==> src/rtl/hamming_encoder_stream.sv <==
// rtl/hamming_encoder_stream.sv - Hamming encoder with burst FSM and output FIFO
// Define HAMMING_SECDED_EN to append an overall even-parity bit (SECDED).
module hamming_encoder_stream #(
  parameter int DATA_W     = 4,
  parameter int BURST_LEN  = 4,
  parameter int FIFO_DEPTH = 4,
  localparam int PAR_W = (DATA_W <= 1)  ? 2 :
                         (DATA_W <= 4)  ? 3 :
                         (DATA_W <= 11) ? 4 :
                         (DATA_W <= 26) ? 5 : 6,
  localparam int CODE_W = DATA_W + PAR_W
`ifdef HAMMING_SECDED_EN
                          + 1
`endif
) (
  input  logic              clk,
  input  logic              reset,
  input  logic              start,
  input  logic              in_valid,
  output logic              in_ready,
  input  logic [DATA_W-1:0] in_data,
  output logic              out_valid,
  input  logic              out_ready,
  output logic [CODE_W-1:0] out_code,
  output logic              busy,
  output logic              done
);

  localparam int PTR_W = $clog2(FIFO_DEPTH);
  localparam logic [7:0] LAST_WORD = 8'(BURST_LEN - 1);
  localparam logic [PTR_W:0] FULL_OCC = (PTR_W + 1)'(FIFO_DEPTH);

  typedef enum logic [1:0] {
    ST_IDLE,
    ST_RUN,
    ST_DRAIN
  } state_t;

  state_t state, state_nxt;
  logic [7:0] word_cnt;
  logic cnt_clr;

  // Data bit i sits at the i-th non-power-of-two Hamming position (3,5,6,7,9,...).
  function automatic logic [DATA_W-1:0] par_mask(input int j);
    logic [DATA_W-1:0] m;
    int idx;
    m = '0;
    idx = 0;
    for (int p = 3; p < 64; p++) begin
      if ((p & (p - 1)) != 0) begin
        if (idx < DATA_W && ((p >> j) & 1) == 1) m = m | (DATA_W'(1) << idx);
        idx++;
      end
    end
    return m;
  endfunction

  logic [PAR_W-1:0]  enc_par;
  logic [CODE_W-1:0] enc_code;

  for (genvar j = 0; j < PAR_W; j++) begin : g_par
    assign enc_par[j] = ^(in_data & par_mask(j));
  end

`ifdef HAMMING_SECDED_EN
  assign enc_code = {^{enc_par, in_data}, enc_par, in_data};
`else
  assign enc_code = {enc_par, in_data};
`endif

  logic [CODE_W-1:0] mem [FIFO_DEPTH];
  logic [PTR_W-1:0]  wr_ptr, rd_ptr;
  logic [PTR_W:0]    occ;
  logic [CODE_W-1:0] last_code;
  logic fifo_full, fifo_empty, push, pop;

  assign fifo_full  = (occ == FULL_OCC);
  assign fifo_empty = (occ == '0);
  assign push       = in_valid && in_ready;
  assign pop        = out_valid && out_ready;
  assign out_valid  = !fifo_empty;
  // When empty the head slot may be stale or unwritten, so present the last popped code.
  assign out_code   = fifo_empty ? last_code : mem[rd_ptr];
  assign busy       = (state != ST_IDLE);

  always_ff @(posedge clk) begin
    if (push) mem[wr_ptr] <= enc_code;
  end

  always_ff @(posedge clk or negedge reset) begin
    if (!reset) begin
      wr_ptr    <= '0;
      rd_ptr    <= '0;
      occ       <= '0;
      last_code <= '0;
    end else begin
      if (push) wr_ptr <= wr_ptr + 1'b1;
      if (pop) begin
        rd_ptr    <= rd_ptr + 1'b1;
        last_code <= mem[rd_ptr];
      end
      case ({push, pop})
        2'b10:   occ <= occ + 1'b1;
        2'b01:   occ <= occ - 1'b1;
        default: occ <= occ;
      endcase
    end
  end

  always_ff @(posedge clk or negedge reset) begin
    if (!reset) begin
      state    <= ST_IDLE;
      word_cnt <= '0;
    end else begin
      state <= state_nxt;
      if (cnt_clr) word_cnt <= '0;
      else if (push) word_cnt <= word_cnt + 8'd1;
    end
  end

  always_comb begin
    state_nxt = state;
    in_ready  = 1'b0;
    done      = 1'b0;
    cnt_clr   = 1'b0;
    case (state)
      ST_IDLE: begin
        if (start) begin
          state_nxt = ST_RUN;
          cnt_clr   = 1'b1;
        end
      end
      ST_RUN: begin
        in_ready = !fifo_full;
        if (push && word_cnt == LAST_WORD) state_nxt = ST_DRAIN;
      end
      ST_DRAIN: begin
        if (fifo_empty) begin
          done      = 1'b1;
          state_nxt = ST_IDLE;
        end
      end
      default: state_nxt = ST_IDLE;
    endcase
  end

endmodule

==> config.mk <==
export PLATFORM = sky130hd
export DESIGN_NAME = hamming_encoder_stream
export DESIGN_NICKNAME = d
export VERILOG_FILES = /design/src/rtl/hamming_encoder_stream.sv
export SDC_FILE = /design/constraint.sdc
export NUM_CORES = 1
export LEC_CHECK = 0
export BUFFER_PORTS_ARGS = -buffer_cell sky130_fd_sc_hd__buf_2
export CAP_MARGIN = 30
export CORE_MARGIN = 2
export CORE_UTILIZATION = 40
export DETAILED_ROUTE_END_ITERATION = 10
export PLACE_DENSITY = 0.55
export SYNTH_ARGS = -nofsm -noshare
export SYNTH_HDL_FRONTEND = slang
export SYNTH_SLANG_ARGS = --single-unit
==> constraint.sdc <==
create_clock -name clk -period 5.3 [get_ports clk]
set_clock_uncertainty 0.1 [all_clocks]
set_input_delay 0.265 -clock clk [delete_from_list [all_inputs] [get_ports clk]]
set_output_delay 0.265 -clock clk [all_outputs]
set_load 0.005 [all_outputs]
==> key figures <==
Worst setup path
  – Crit path buf inv count: 2
  – CP top delay family: simple AND/OR/NAND/NOR gates
  – Endpoint type of the worst setup path: register
  – CP Launch Type: register
  – Cell Chain, Critical Path: nor3b_2 > nor2_1 > inv_1 > ha_1 > inv_1 > fa_1 > xor2_1 > nor2_1 > xor2_1
  – CP max stage cell: nor3b_2
  – Critical Path Fanout Max: 12
  – Critical Path AT: just under 3 ns
  – CP Class: register to register
  – WP data required: about 5.4 ns
  – Critical path's largest stage delay: about 0.8 ns

Route
  – 1st-pass router iterations: 4
  – Final WL: 4380 um
  – DRT antenna net count: 0
  – Vias per inst: around 5.1
  – Drc violations: 0
  – Initial DRC count: 70
  – Vias: between 1000 and 1500
  – Wire per inst: roughly 16 um

Clock network
  – H-Tree Level Count: 2
  – Clk_lat worst skew: approximately 0.30 ns
  – Post-CTS Setup Bufs: 0
  – Clock Sinks: between 50 and 60
  – CTS Hold Buffers Added: 1
  – Post-CTS Resized: 0
  – Reg clk slew, reported paths: roughly 0.1 ns
  – CTS root buf: clkbuf_8
  – Clock tree buffer depth: 2
  – TritonCTS clock tree: done
  – Num CTS Buffers: 5

Timing
  – Total Neg Setup Slack: 0 ns
  – Tcrit/Tclk final: roughly 53%
  – Endpoints failing setup: 0
  – Fin. Hold Viols: 0
  – Worst slew pin tran: between 0.9 and 1 ns
  – Minimum clock period: about 2.8 ns
  – Pins Over Slew Limit: 0
  – Highest Clock Rate: 359 MHz
  – RSZ-0062 raised after global routing: false
  – Final worst slack: ~2.5 ns
  – Max_slew headroom: a little over a third

Min path
  – HP Class: primary input to register

Floorplanning
  – Die H: ~82 um
  – CORE AREA: slightly below 6000 um2
  – Die area: 6800 um2
  – Rows: 28
  – Starting Density: between 40% and 50%
  – Width of the die: 82.5 um
  – Top Ports: 20

Logic synthesis
  – Post-Synthesis Cells: 177
  – Synth top area share: between 30% and 40%
  – Count of cell types in the netlist: 41
  – Largest cells by area after synthesis: edfxtp_1 34%, dfrtp_1 24%, mux4_2 6.4%, nand2_1 4.3%, mux2_2 3.2%
  – Yosys Warn Count: 0
  – Yosys top cell by area: edfxtp_1
  – Yosys reg bits: 52
  – Syn Nets: between 150 and 200
  – Post-synthesis sequential area ratio: slightly below 60%
  – Synth Area per Inst: between 10 and 15 um2
  – Post-Syn Area: approximately 2500 um2

Place
  – Dpl hpwl: ~3200 um
  – Number of port buffers: 19
  – Worst slack at placement: roughly 2.5 ns
  – GPL Wtd Cong: 0.802

Power
  – Max VDD drop: between 0.2 and 0.25 mV
  – Pwr dens: between 500 and 600 nW/um2
  – Lkg Pwr: 1.07 nW

Finish
  – Area Overhead vs Synth: 10.5%
  – Nets@finish: around 220
  – Reg area: 1440 um2
  – Share of layout cells above drive strength 1: between 20% and 30%
  – Commonest cells after routing, fill and taps aside: 28 x nand2_1, 28 x edfxtp_1, 24 x dfrtp_1
  – Multi-input logic area: ~950 um2
  – Diodes inserted: 0
  – Fillers: 535

GRT
  – Initial antenna violation count: 0
  – GRT overflow: 0
  – Overall Global Routing Usage: 14.8%
  – Vias in the first global route: roughly 1500
  – Global-route wire length before repair: roughly 7400 um
  – Largest net degree at the start of global routing: 25

Run status
  – Status: finished clean

Job
  – Max Cap Viol: 0
==> cells in the mapped netlist, drive strengths merged <==
master and instances:
xnor2 9, nand4b 1, buf 3, nor4 3, nand4 1, or2 1
or3b 2, inv 9, xor2 2, o21ai 5, nand2b 3, o21bai 1
nor3b 1, and3 4, nand3 4, nor4b 2, edfxtp 28, nor2 6
nor3 2, nand2 29, mux4 7, dfrtp 24, nand3b 1, a21oi 3
ha 6, and3b 1, fa 1, mux2i 6, mux2 7, or3 2
clkbuf 2, and4b 1
==> logic make-up after synthesis <==
group,Yosys count,share of synthesized area (%)
mux,20,12.0
buf+inv,14,2.79
flops,52,58.5
simple gates,64,17.0
compound gates,9,1.93
xor+xnor,11,3.91
fa+ha+maj,7,3.86
==> routing by layer <==
metal  GRT usage, %  wire (um)  vias to the layer above
li1               -          -                      677
met1           21.3       2140                      691
met2           22.3       2050                       21
met3           2.93        138                        5
met4           5.50         51                        0
met5              0          0                        -
==> where the power goes <==
group	switching, W	internal, W
clock network	0.000135	0.0000964
logic	0.000259	0.000249
registers	0.000104	0.000545
total	0.000498	0.000890
==> registers in the layout, summed over array words and instances, names as in the netlist <==
signal / cells
rd_ptr: 2
word_cnt: 8
occ: 3
state: 2
wr_ptr: 2
last_code: 7
mem: 28
==> cell type report <==
class / instances / share of cell area [%]
clock inverters: 3 / 0.920
inverters: 9 / 1.24
repair buffers: 20 / 3.86
clock buffers: 5 / 2.53
multi-input cells: 111 / 35.0
well taps: 75 / 3.45
flip-flops and latches: 52 / 53.0
==> final timing paths <==
kind                             start           end  slack [ns]  cells past startpoint
min in group asynchronous        reset  last_code[4]        0.37                      2
max                             occ[0]        occ[2]        2.52                      9
max reg2reg                     occ[0]        occ[2]        2.52                      9
min reg2reg                word_cnt[7]   word_cnt[7]        0.39                      1
max in group asynchronous        reset     wr_ptr[1]        4.36                      2
min                         in_data[2]     mem[3][2]        0.11                      1
==> stage by stage <==
stage	hold WS [ns]	util (%)	cells	total power, W	cell area, um2
after detailed placement	0.191	44.2	266	0.00117	2620
after global placement	0.175	44.2	266	0.00114	2620
final	0.106	46.0	275	0.00139	2720
after global routing	0.0880	46.0	275	0.00150	2720
after CTS	0.0901	46.0	275	0.00141	2720
after floorplan	-0.131	-	177	0.00102	2460
Power figures use the tool's default switching activity.
